### src/rtl/cla_seq_pkg.sv
// Shared types and helpers for the CLA nibble sequencer.
package cla_seq_pkg;

  localparam int NIBBLE_W = 4;

  typedef enum logic [1:0] {IDLE, ISSUE, WAIT, DONE} seq_state_t;

  // Nibble index width; a single-nibble build still needs a 1-bit index.
  function automatic int idx_width(input int nibbles);
    return (nibbles > 1) ? $clog2(nibbles) : 1;
  endfunction

endpackage

### src/rtl/cla_nibble_sequencer.sv
// Feeds wide operands through an external registered 4-bit CLA one nibble at a time.
// Optional signed-overflow output enabled by defining CLA_SEQ_OVERFLOW_FLAG_EN.
module cla_nibble_sequencer
  import cla_seq_pkg::*;
#(
  parameter int NIBBLES = 4
) (
  input  logic                  clk,
  input  logic                  rst_n,
  input  logic                  in_valid,
  output logic                  in_ready,
  input  logic [4*NIBBLES-1:0]  a,
  input  logic [4*NIBBLES-1:0]  b,
  input  logic                  c_in,
  output logic                  out_valid,
  input  logic                  out_ready,
  output logic [4*NIBBLES-1:0]  sum,
  output logic                  c_out,
  output logic [3:0]            cla_x,
  output logic [3:0]            cla_y,
  output logic                  cla_cin,
  input  logic [3:0]            cla_z,
  input  logic                  cla_cout
`ifdef CLA_SEQ_OVERFLOW_FLAG_EN
  ,
  output logic                  ovf
`endif
);

  localparam int IW = idx_width(NIBBLES);
  localparam logic [IW-1:0] LAST = IW'(NIBBLES - 1);

  seq_state_t state, nxt;

  logic [NIBBLES-1:0][NIBBLE_W-1:0] a_reg, b_reg, sum_reg;
  logic [IW-1:0] idx;
  logic          carry;
  logic          c_out_reg;

  always_ff @(posedge clk or negedge rst_n) begin
    if (!rst_n) state <= IDLE;
    else        state <= nxt;
  end

  always_comb begin
    nxt = state;
    case (state)
      IDLE:    if (in_valid) nxt = ISSUE;
      ISSUE:   nxt = WAIT;
      WAIT:    nxt = (idx == LAST) ? DONE : ISSUE;
      DONE:    if (out_ready) nxt = IDLE;
      default: nxt = IDLE;
    endcase
  end

  // rst_n gate keeps in_ready low while reset is held even though state is already IDLE.
  always_comb begin
    in_ready  = (state == IDLE) && rst_n;
    out_valid = (state == DONE);
    cla_x     = '0;
    cla_y     = '0;
    cla_cin   = 1'b0;
    if (state == ISSUE) begin
      cla_x   = a_reg[idx];
      cla_y   = b_reg[idx];
      cla_cin = carry;
    end
  end

  assign sum   = sum_reg;
  assign c_out = c_out_reg;

  always_ff @(posedge clk or negedge rst_n) begin
    if (!rst_n) begin
      a_reg     <= '0;
      b_reg     <= '0;
      sum_reg   <= '0;
      idx       <= '0;
      carry     <= 1'b0;
      c_out_reg <= 1'b0;
    end else begin
      case (state)
        IDLE: if (in_valid) begin
          a_reg <= a;
          b_reg <= b;
          carry <= c_in;
          idx   <= '0;
        end
        // CLA outputs now hold the nibble issued in the previous cycle.
        WAIT: begin
          sum_reg[idx] <= cla_z;
          carry        <= cla_cout;
          if (idx == LAST) c_out_reg <= cla_cout;
          else             idx       <= idx + 1'b1;
        end
        default: ;
      endcase
    end
  end

`ifdef CLA_SEQ_OVERFLOW_FLAG_EN
  logic ovf_reg;

  always_ff @(posedge clk or negedge rst_n) begin
    if (!rst_n) ovf_reg <= 1'b0;
    else if (state == WAIT && idx == LAST)
      ovf_reg <= (a_reg[NIBBLES-1][3] == b_reg[NIBBLES-1][3]) &&
                 (cla_z[3] != a_reg[NIBBLES-1][3]);
  end

  assign ovf = ovf_reg;
`endif

endmodule

### config.mk
export PLATFORM = sky130hd
export DESIGN_NAME = cla_nibble_sequencer
export DESIGN_NICKNAME = d
export VERILOG_FILES = /design/src/rtl/cla_seq_pkg.sv /design/src/rtl/cla_nibble_sequencer.sv
export SDC_FILE = /design/constraint.sdc
export NUM_CORES = 1
export LEC_CHECK = 0
export ABC_CLOCK_PERIOD_IN_PS = 1600
export BUFFER_PORTS_ARGS = -buffer_cell sky130_fd_sc_hd__buf_4
export CORE_UTILIZATION = 52
export CTS_CLUSTER_SIZE = 10
export DETAILED_ROUTE_END_ITERATION = 10
export PLACE_DENSITY = 0.91
export SYNTH_ARGS = -nofsm -noshare
export SYNTH_HDL_FRONTEND = slang
export SYNTH_SLANG_ARGS = --single-unit
### constraint.sdc
create_clock -name clk -period 1.6 [get_ports clk]
set_input_delay 0.48 -clock clk [delete_from_list [all_inputs] [get_ports clk]]
set_output_delay 0.48 -clock clk [all_outputs]
set_load 0.01 [all_outputs]
# [Word-level counts from Yosys, hierarchy flattened]
# Cells that the tools add are included.
[word_totals] register_bits=54 input_bits=42 word_cells=54
[op_classes] n_addsub=1 magnitude_cmp=2 eq_ne=7 n_mux=19 n_reduce_logical=9
[op_table] operator="$mux W4" n=5
[op_table] operator="$bmux W4 S2" n=2
[op_table] operator="$bwmux W16" n=1
[op_table] operator="$mux W2" n=5
[op_table] operator="$demux W4 S2" n=1
[op_table] operator="$pmux W2 S4" n=1
[op_table] operator="$reduce_and A2 Y1" n=4
[op_table] operator="$eq A2 B2 Y1 const B" n=3
[op_table] operator="$ne A2 B2 Y1 const B" n=2
[op_table] operator="$pmux W2 S2" n=1
[op_table] operator="$lt A2 B3 Y1 const B" n=1
[op_table] operator="$reduce_and A3 Y1" n=1
[op_table] operator="$add A2 B1 Y2 const B" n=1
[op_table] operator="$eq A2 B1 Y1 const B" n=1
[op_table] operator="$ge A2 B1 Y1 const B" n=1
[op_table] operator="$logic_and A1 B1 Y1" n=2
[op_table] operator="$logic_not A2 Y1" n=1
[op_table] operator="$mux W1" n=2
[op_table] operator="$ne A2 B1 Y1 const B" n=1
[op_table] operator="$pmux W1 S2" n=1
[op_table] operator="$reduce_bool A2 Y1" n=1

# [Longest topological paths before layout]
# Gate-level depths: netlist (run 1).
[logic_depth] word_depth=5 depth_mapped=5 depth_no_buf=4

# [Least setup slack after synthesis (run 1)]
# Ideal clock, no wire load.
[synth_path] path_kind="reg-to-output" startpoint="register state[1]" endpoint="output cla_x[0]" arrival_time_ps=1050 required_ps=1120 setup_slack_ps=70 path_stages_with_launch=4 cell_sequence="dfrtp_1 -> and2b_2 -> nand2_1 -> o22ai_1"
[synth_between] elab_chain_len=2
[synth_lines] item="from (decl)" line="cla_nibble_sequencer.sv:33" source="seq_state_t state, nxt;"
[synth_lines] item="from (signal assigned)" line="cla_nibble_sequencer.sv:42" source="else state <= nxt;"
[synth_lines] item="$eq A2 B1 Y1" line="cla_nibble_sequencer.sv:63" source="if (state == ISSUE) begin"
[synth_lines] item="$mux W4" line="cla_nibble_sequencer.sv:63"
[synth_lines] item="to (decl)" line="cla_nibble_sequencer.sv:19" source="output logic [3:0] cla_x,"
# Every way passes these cells.

# [Final worst setup path (run 1)]
[layout_path] startpoint="register state[1]" endpoint="output cla_x[1]"
# The elaborated chain is that of the path after synthesis.

==> reports/qor.yml, run 1 <==
postLayoutCellArea_mm2: 0.003750
hpwl_mm: 3.818
postRouteAntennaNets: 0
layout.cells.most_common_list: "sky130_fd_sc_hd__buf_4, sky130_fd_sc_hd__dfrtp_1, sky130_fd_sc_hd__mux2_4"
vias: 1777
intPower_uw: 5097
finalSetupViolations: 59
ys_ff_latch: 54
numClockSinks: 54
worst_slew_pin_slew_ns: 0.6617
cts_hold_buffers: 0
finClkSkew_ns: 0.005157
yosysTopAreaCell: "sky130_fd_sc_hd__dfrtp_1"
synth_area_mm2: 0.002539
cts_root_buffer: "sky130_fd_sc_hd__clkbuf_8"
startpoint: "state[1]"
cts-root-to-sink-buffers: 2
drt_pre_antenna_iters: 4
num_rows: 25
grt_overflow_total: 0
design.core.area_mm2: 0.004723
antenna_violations_before_repair: 0
port_buffers: 69
post-route-worst-setup-slack_ns: -0.3637
die_w_um: 71.87
timing.rr.start: "state[1]"
inserted_diodes: 0
worst_setup_path_start_kind: "flip-flop"
failed_checks: "negative setup slack"
maxSlewViolCount: 0
power.share.sequential_pct: 33.5
synth_nets: 218
wire_length_of_the_first_global_routing_pass_mm: 8.556
status: "finished with violations"
postPlaceCellArea_mm2: 0.003226
net-switching-power_uw: 2606
final.period_utilization_pct: 122.7
worst_path_arrival_ns: 1.48
crit_path_end_kind: "primary output"
sequential_area_share_after_synthesis_pct: 53.23
crit-reg2reg-capture: "a_reg[6]"
detailedRoute.firstIterationViolations: 64
drcViolationCount: 0
via_per_inst: 5.211
switching_share_pct: 33.83
die_height_um: 71.87
final.min_clock_period_ns: 1.964
criticalPathCategory: "flip-flop to primary output"
postLayoutCoreUtil_pct: 79.39
pwr-share-comb_pct: 56.2
hold_path_class: "primary input to asynchronous set/reset pin"
power_density_over_cell_area_mw_per_mm2: 2054
syn-mean-instance-area_um2: 14.76
pin_count_of_the_biggest_net_entering_global_routing: 55
grt.total_usage_pct: 21.86
wl_final_mm: 6.138
hold_vio_cnt_final: 0
nets: 319
final_common_cell: "sky130_fd_sc_hd__buf_4"
path_clk_slew_ns: 0.09
flow.area_growth_from_synthesis_pct: 47.71
max-slew-margin-rel_pct: 55.88
clock_tree_from_tritoncts: "built"
worst-endpoint-required_ns: 1.12
r2r_cells: 8
design.die.area_mm2: 0.005165
final_layout_size_suffix_gt1_share_pct: 66.79
critical_path.max_fanout: 5
clock_power_share_pct: 10.3
top_level_ports: 70
r2r_setup_slack_ns: -0.16
yosys_top_cell_area_share_pct: 53.23
drv_cap: 0
yosys_warnings: 0
htree_levels: 2
numCtsBuffers: 5
rsz0062_at_grt: "yes"
grt_pass1_vias: 1758
post_synthesis_instance_total: 172
clkLatencyLatePin_ns: 0.30
power.static_leakage_uw: 0.001844
max-vdd-ir-drop_uv: 1040
final_replace_weighted_congestion: 0.8015
max_freq_mhz: 509.2
detail_route.wl_per_cell_um: 18.00
initial_core_util_pct: 53.75
dominant_cells_by_area_after_synthesis: "sky130_fd_sc_hd__dfrtp_1, sky130_fd_sc_hd__mux2_4, sky130_fd_sc_hd__mux2_2, sky130_fd_sc_hd__mux2i_1, sky130_fd_sc_hd__buf_12"
netlist-cell-type-count: 23
[synth_stat cells]
| master | n |
|---|---|
| sky130_fd_sc_hd__buf_4 | 1 |
| sky130_fd_sc_hd__o22ai_1 | 8 |
| sky130_fd_sc_hd__and2b_2 | 2 |
| sky130_fd_sc_hd__buf_2 | 2 |
| sky130_fd_sc_hd__inv_2 | 1 |
| sky130_fd_sc_hd__nor3_1 | 1 |
| sky130_fd_sc_hd__and4bb_2 | 1 |
| sky130_fd_sc_hd__and3_1 | 1 |
| sky130_fd_sc_hd__buf_12 | 3 |
| sky130_fd_sc_hd__dfrtp_1 | 54 |
| sky130_fd_sc_hd__and3_2 | 1 |
| sky130_fd_sc_hd__mux2i_1 | 16 |
| sky130_fd_sc_hd__buf_6 | 1 |
| sky130_fd_sc_hd__mux2_4 | 30 |
| sky130_fd_sc_hd__inv_1 | 3 |
| sky130_fd_sc_hd__nor2_1 | 3 |
| sky130_fd_sc_hd__and2_1 | 1 |
| sky130_fd_sc_hd__a22oi_1 | 2 |
| sky130_fd_sc_hd__o21ai_0 | 4 |
| sky130_fd_sc_hd__a21oi_1 | 4 |
| sky130_fd_sc_hd__mux2_2 | 19 |
| sky130_fd_sc_hd__nand2_1 | 10 |
| sky130_fd_sc_hd__ha_1 | 4 |
[worst max path at each step]
stage                to  slack, ns
2_1_floorplan  cla_x[0]       0.07
3_3_place_gp   cla_y[3]       0.01
3_5_place_dp   cla_x[1]      -0.05
4_1_cts        cla_x[1]      -0.34
5_1_grt        cla_x[2]      -0.44
6_report       cla_x[1]      -0.36
[power by group through the flow]
stage / clock network (µW) / logic (µW) / registers, µW
final: 795 / 4330 / 2580
after global placement: 0 / 3120 / 2460
after global routing: 869 / 4590 / 2660
after CTS: 810 / 3660 / 2500
after floorplan: 0 / 2020 / 2510
after detailed placement: 0 / 3240 / 2490
[layout make-up]
type                            count  area [µm²]
Clock buffer                        7       86.33
Clock inverter                      1       8.758
Fill cell                         280       973.4
Inverter                            4       20.02
Multi-Input combinational cell    108        1316
Sequential cell                    54        1351
Tap cell                           67       83.83
Timing Repair Buffer              100       883.3
[per-layer routing]
metal	global-route usage [%]	vias up	routed length (µm)
li1	-	820	-
met1	28.00	888	2411
met2	37.95	61	3325
met3	5.626	8	337
met4	3.922	0	63
met5	0	-	0
[cells by family after synthesis]
| logic type | after synthesis | synth area share, % |
|---|---|---|
| mux | 65 | 32.48 |
| flops | 54 | 53.23 |
| simple gates | 20 | 4.091 |
| compound gates | 18 | 4.140 |
| buf+inv | 11 | 4.091 |
| fa+ha+maj | 4 | 1.971 |
[critical path, stage by stage, from the launching register on]
cell,delay [ns]
sky130_fd_sc_hd__dfrtp_1,0.40
sky130_fd_sc_hd__and2b_2,0.27
sky130_fd_sc_hd__nand2_4,0.07
sky130_fd_sc_hd__buf_6,0.15
sky130_fd_sc_hd__o22ai_2,0.14
sky130_fd_sc_hd__buf_4,0.14
[what timing repair did]
action / 4_1_cts / 5_1_grt
setup buffers: 6 / 7
resized for setup: 32 / 39
endpoints found under the setup margin: 11 / 56
pin swaps: 8 / 4
gates cloned: 0 / 3
[metrics by stage]
stage / setup WS [ns] / TNS, ns / hold WS, ns / cells / power [µW]
finish: -0.3637 / -7.348 / 0.3011 / 341 / 7703
global route: -0.4396 / -10.72 / 0.3530 / 341 / 8115
CTS: -0.3380 / -5.597 / 0.3277 / 333 / 6968
detailed placement: -0.04585 / -0.1615 / 0.4937 / 319 / 5729
global placement: 0.01322 / 0 / 0.4882 / 319 / 5587
floorplan: 0.06979 / 0 / 0.1844 / 172 / 4533
(Power assumes the default switching activity.)
==> inputs of run 2 (changes only) <==
SKIP_LAST_GASP = 1   (was not set)
==> run 2 against run 1 <==
The flow still finishes with violations (negative setup slack). Clock skew up 0.0027 ns. Setup slack got worse by 0.013 ns. Non-clock buffer count is the same.
==> reports/qor.yml, run 2 (synthesized netlist as in run 1, its figures left out) <==
critical_path.max_fanout: 3  # -2
worst_path_arrival_ns: 1.50  # +0.02 ns
r2r_setup_slack_ns: -0.08  # +0.08 ns
final_common_cell: "sky130_fd_sc_hd__buf_4"
numCtsBuffers: 5  # unchanged
wire_length_of_the_first_global_routing_pass_mm: 8.362  # -2.3%
final.period_utilization_pct: 123.6  # +0.82 points
clock_tree_from_tritoncts: "built"
stdcell_count: 341  # unchanged
final.min_clock_period_ns: 1.977  # +0.01313 ns
power.static_leakage_uw: 0.001853  # +0.50%
wl_final_mm: 6.257  # +1.9%
numClockSinks: 54  # unchanged
port_buffers: 69  # unchanged
max-slew-margin-rel_pct: 56.00  # +0.11 points
nets: 319  # unchanged
sequential_cell_area_mm2: 0.001351  # unchanged
inserted_diodes: 0  # unchanged
failed_checks: "negative setup slack"
drv_cap: 0  # unchanged
startpoint: "state[1]"
place_worst_setup_slack_ns: -0.04585  # unchanged
path_clk_slew_ns: 0.10  # about the same
vias: 1793  # +0.90%
worst_setup_path_start_kind: "flip-flop"
path_common_cell: "sky130_fd_sc_hd__buf_6"
max-vdd-ir-drop_uv: 1038  # -0.13%
design.die.area_mm2: 0.005165  # unchanged
die_height_um: 71.87  # unchanged
post-route-worst-setup-slack_ns: -0.3768  # -0.01313 ns
power_density_over_cell_area_mw_per_mm2: 2057  # +0.15%
postLayoutCoreUtil_pct: 79.13  # -0.26 points
finClkSkew_ns: 0.007899  # +0.002743 ns
crit_path_end_kind: "primary output"
status: "finished with violations"
grt.total_usage_pct: 21.41  # -0.45 points
hpwl_mm: 3.818  # unchanged
antenna_violations_before_repair: 0  # unchanged
top_level_ports: 70  # unchanged
cts_hold_buffers: 0  # unchanged
clkLatencyLatePin_ns: 0.31  # about the same
pin_count_of_the_biggest_net_entering_global_routing: 55  # unchanged
criticalPathCategory: "flip-flop to primary output"
maxSlewViolCount: 0  # unchanged
hold_path_class: "primary input to asynchronous set/reset pin"
finalSetupViolations: 50  # -15%
bufs_and_invs_on_worst_path: 6  # +4
cpLargestDelayFamily: "buffers and inverters"
multi_input_area_mm2: 0.001308  # -0.67%
fillCellCount: 282  # +0.71%
via_per_inst: 5.258  # +0.90%
num_rows: 25  # unchanged
worst_slew_pin_slew_ns: 0.6600  # -0.001714 ns
numPlacedInstances: 319  # unchanged
worst-endpoint-required_ns: 1.12  # about the same
critical-path-slowest-cell: "sky130_fd_sc_hd__dfrtp_1"
timing.critical_path.cells: "buf_4, buf_6, buf_6, inv_4, buf_6, and3_4, buf_6"
postRouteAntennaNets: 0  # unchanged
layout.cells.most_common_list: "sky130_fd_sc_hd__buf_4, sky130_fd_sc_hd__dfrtp_1, sky130_fd_sc_hd__mux2_4"
critical-path-max-stage-delay_ns: 0.40  # about the same
die_w_um: 71.87  # unchanged
crit-reg2reg-capture: "b_reg[3]"
hold_vio_cnt_final: 0  # unchanged
rsz0062_at_grt: "yes"
whs_ns: 0.3050  # +0.003948 ns
setup-tns-final_ns: -5.131  # +2.217 ns
flow.area_growth_from_synthesis_pct: 47.22
htree_levels: 2  # unchanged
drt_pre_antenna_iters: 4  # unchanged
detail_route.wl_per_cell_um: 18.35  # +1.9%
drcViolationCount: 0  # unchanged
cts_root_buffer: "sky130_fd_sc_hd__clkbuf_8"
timing.rr.start: "state[1]"
r2r_cells: 7  # -1
final_replace_weighted_congestion: 0.8015  # unchanged
max_freq_mhz: 505.9  # -0.66%
initial_core_util_pct: 53.75  # unchanged
grt_pass1_vias: 1741  # -0.97%
final_layout_size_suffix_gt1_share_pct: 66.79  # unchanged
grt_overflow_total: 0  # unchanged
detailedRoute.firstIterationViolations: 52  # -19%
design.core.area_mm2: 0.004723  # unchanged
cts-root-to-sink-buffers: 2  # unchanged
==> run 2: cell counts in the layout (fill, tap and decap cells not counted) <==
Identical to the previous run, type by type.
==> run 2: worst max path at each step <==
stage,depth (start not counted),to
2_1_floorplan,3,cla_x[0]
3_3_place_gp,5,cla_y[3]
3_5_place_dp,5,cla_x[1]
4_1_cts,5,cla_x[1]
5_1_grt,5,cla_x[2]
6_report,7,in_ready
==> run 2: what timing repair did <==
| item | CTS | global route |
|---|---|---|
| gates cloned | 0 | 3 |
| pin swaps | 7 | 5 |
| setup endpoints to repair | 11 | 61 |
| gates resized for setup | 17 | 52 |
| setup buffers | 6 | 7 |
==> run 2: metrics by stage <==
step           cell area, µm²  power (µW)
2_1_floorplan            2539        4533
3_3_place_gp             3226        5587
3_5_place_dp             3226        5729
4_1_cts                  3445        6838
5_1_grt                  3737        8087
6_report                 3737        7688
==> run 2: where the power goes <==
group          internal (µW)  switching, µW  total (µW)  leakage (µW)
Clock                    359            443         802     0.0000489
Combinational           2650           1660        4310       0.00117
Sequential              2070            500        2570      0.000637
Total                   5090           2600        7690       0.00185
==> run 2: layer usage <==
| metal | vias up | part of all wire (%) | GRT usage (%) |
|---|---|---|---|
| li1 | 816 | - | - |
| met1 | 897 | 39 | 27.07 |
| met2 | 68 | 54 | 37.42 |
| met3 | 12 | 5.7 | 5.626 |
| met4 | 0 | 1.5 | 3.922 |
| met5 | - | 0 | 0 |
==> run 2: worst reg2reg max path, cell delays in order (launching register included) <==
cell	delay (ns)
sky130_fd_sc_hd__dfrtp_1	0.40
sky130_fd_sc_hd__buf_4	0.14
sky130_fd_sc_hd__buf_6	0.10
sky130_fd_sc_hd__buf_6	0.11
sky130_fd_sc_hd__inv_4	0.06
sky130_fd_sc_hd__and3_4	0.27
sky130_fd_sc_hd__clkbuf_16	0.19
sky130_fd_sc_hd__mux2_4	0.30
==> run 2: area by class of cell <==
cell class              instances  area share, %
inverters                       4         0.5357
clock buffers                   7          2.310
repair buffers                100          23.54
well taps                      67          2.243
flip-flops and latches         54          36.16
clock inverters                 1         0.2343
multi-input cells             108          34.98
==> inputs of run 3 (changes only) <==
CORE_ASPECT_RATIO = 2   (was not set)
==> run 3 against run 2 <==
Sequential share of layout area up 2.0 points. Non-clock buffer count shrank 15. Flip-flop and latch count stayed put. First-iteration DRC count shrank 35%. Global-route usage increased by 1.5 points. Final area is 5.1% lower. Clock power increased by 15%. The flow still finishes with violations (negative setup slack). Utilization down 2.7 points. Routed wire length is 5.2% lower. Via count decreased by 3.9%.
==> reports/qor.yml, run 3 (synthesized netlist as in run 1, its figures left out) <==
startpoint: "idx[0]"
stdcell_count: 313  # -8.2%
setup-tns-final_ns: -3.119  # +2.012 ns
crit_path_end_kind: "primary output"
sequential_cell_area_mm2: 0.001353  # about the same
drv_cap: 0  # unchanged
worst_slew_pin_slew_ns: 0.6627  # +0.002666 ns
top_level_ports: 70  # unchanged
numPlacedInstances: 299  # -6.3%
grt_overflow_total: 0  # unchanged
critical_path.max_fanout: 6  # +3
net-switching-power_uw: 2473  # -5.0%
postLayoutCellArea_mm2: 0.003546  # -5.1%
failed_checks: "negative setup slack"
pwr-share-comb_pct: 52.3  # -3.8 points
final_replace_weighted_congestion: 0.8077  # +0.77%
power.static_leakage_uw: 0.001681  # -9.3%
clock_power_share_pct: 12.6  # +2.2 points
detail_route.wl_per_cell_um: 18.96  # +3.3%
via_per_inst: 5.505  # +4.7%
numCtsBuffers: 5  # unchanged
critical-path-slowest-cell: "sky130_fd_sc_hd__dfrtp_2"
max_freq_mhz: 505.0  # -0.16%
cts_root_buffer: "sky130_fd_sc_hd__clkbuf_8"
worst_path_arrival_ns: 1.50  # about the same
num_rows: 35  # +40%
timing.critical_path.cells: "buf_12, mux2i_2, o22ai_2, buf_4"
numClockSinks: 54  # unchanged
wire_length_of_the_first_global_routing_pass_mm: 8.590  # +2.7%
vias: 1723  # -3.9%
worst_setup_path_start_kind: "flip-flop"
post-route-worst-setup-slack_ns: -0.3800  # -0.003228 ns
die_height_um: 100.8  # +40%
nets: 303  # -5.0%
timing.rr.start: "idx[0]"
path_clk_slew_ns: 0.10  # about the same
finalSetupViolations: 11  # -78%
final.period_utilization_pct: 123.8  # +0.20 points
multi_input_area_mm2: 0.001255  # -4.0%
grt.total_usage_pct: 22.92  # +1.5 points
die_w_um: 51.41  # -28%
postPlaceCellArea_mm2: 0.003151  # -2.3%
detailedRoute.firstIterationViolations: 34  # -35%
clock_tree_from_tritoncts: "built"
final_common_cell: "sky130_fd_sc_hd__buf_4"
intPower_uw: 4828  # -5.0%
postRouteAntennaNets: 0  # unchanged
flow.area_growth_from_synthesis_pct: 39.67
max-vdd-ir-drop_uv: 1310  # +26%
power.share.sequential_pct: 35.1  # +1.6 points
worst-endpoint-required_ns: 1.12  # about the same
cts_hold_buffers: 0  # unchanged
finClkSkew_ns: 0.009651  # +0.001752 ns
htree_levels: 2  # unchanged
power_density_over_cell_area_mw_per_mm2: 2059  # about the same
drt_pre_antenna_iters: 4  # unchanged
layout.cells.most_common_list: "sky130_fd_sc_hd__buf_4, sky130_fd_sc_hd__dfrtp_1, sky130_fd_sc_hd__mux2_4"
hold_path_class: "primary input to asynchronous set/reset pin"
wl_final_mm: 5.934  # -5.2%
inserted_diodes: 0  # unchanged
cts-root-to-sink-buffers: 2  # unchanged
criticalPathCategory: "flip-flop to primary output"
rsz0062_at_grt: "yes"
totalPowerFinal_uw: 7301  # -5.0%
antenna_violations_before_repair: 0  # unchanged
max-slew-margin-rel_pct: 55.82  # -0.18 points
maxSlewViolCount: 0  # unchanged
fillCellCount: 281  # -0.35%
design.die.area_mm2: 0.005182  # +0.33%
initial_core_util_pct: 54.69  # +0.94 points
design.core.area_mm2: 0.004642  # -1.7%
pin_count_of_the_biggest_net_entering_global_routing: 55  # unchanged
hold_vio_cnt_final: 0  # unchanged
grt_pass1_vias: 1790  # +2.8%
final_layout_size_suffix_gt1_share_pct: 66.28  # -0.51 points
final.min_clock_period_ns: 1.980  # +0.003228 ns
clkLatencyLatePin_ns: 0.31  # about the same
hpwl_mm: 3.836  # +0.47%
critical-path-max-stage-delay_ns: 0.48  # +0.08 ns
drcViolationCount: 0  # unchanged
status: "finished with violations"
switching_share_pct: 33.87  # about the same
port_buffers: 69  # unchanged
run 3: cell types whose count changed in the layout (fill, tap and decap cells not counted), moves of 2 or more:
cell                      previous run  this run
sky130_fd_sc_hd__mux2_2              2        14
sky130_fd_sc_hd__mux2_4             47        35
sky130_fd_sc_hd__buf_6              15         7
sky130_fd_sc_hd__buf_4              80        73
sky130_fd_sc_hd__nand2_4             5         1
sky130_fd_sc_hd__and3_4              3         1
sky130_fd_sc_hd__nand2_1             4         6
sky130_fd_sc_hd__nand2_2             1         3
run 3: layout make-up:
class	instances	area share, %
Sequential cell	54	38.14
Multi-Input combinational cell	107	35.39
Timing Repair Buffer	85	20.78
Clock buffer	5	1.941
Tap cell	55	1.941
Clock inverter	3	1.235
Inverter	4	0.5646
run 3: final timing paths:
| path | to | slack [ns] | cells past startpoint |
|---|---|---|---|
| worst max-delay path | cla_x[0] | -0.38 | 4 |
| worst min-delay path | sum[7] | 0.32 | 2 |
| worst max register to register | idx[1] | -0.05 | 6 |
| worst min register to register | sum[9] | 0.51 | 1 |
| max in group asynchronous | idx[0] | 0.78 | 2 |
| min in group clk | state[0] | 0.36 | 2 |
run 3: metal layers:
layer	track usage, %	wire, µm
met2	43.36	3468
met3	4.223	220
met1	22.83	2080
met4	10.60	164
met5	0	0
run 3: worst max-delay path, delay by kind of cell, from the launching register on:
kind | cells | cell delay, ns
buffers and inverters | 2 | 0.33
AO/OA/AOI/OAI | 1 | 0.13
flip-flops | 1 | 0.48
multiplexers | 1 | 0.26
run 3: per-stage QoR:
stage	setup WS, ns	utilization, %	hold slack [ns]
5_1_grt	-0.4448	76.39	0.3636
6_report	-0.3800	76.39	0.3156
3_3_place_gp	-0.05201	67.87	0.4890
2_1_floorplan	0.06979	-	0.1844
3_5_place_dp	-0.07455	67.87	0.4923
4_1_cts	-0.3447	73.40	0.3447
run 3: power groups by stage:
stage	combinational [µW]	clock [µW]	sequential [µW]
floorplan	2020	0	2510
global placement	3050	0	2440
detailed placement	3120	0	2470
CTS	3490	945	2500
global route	4050	993	2640
finish	3820	919	2570
run 3: timing repair:
action,CTS,global route
buffers inserted,3,3
pin swaps,5,4
resized for setup,26,20
cloned,0,2
setup endpoints to repair,11,47
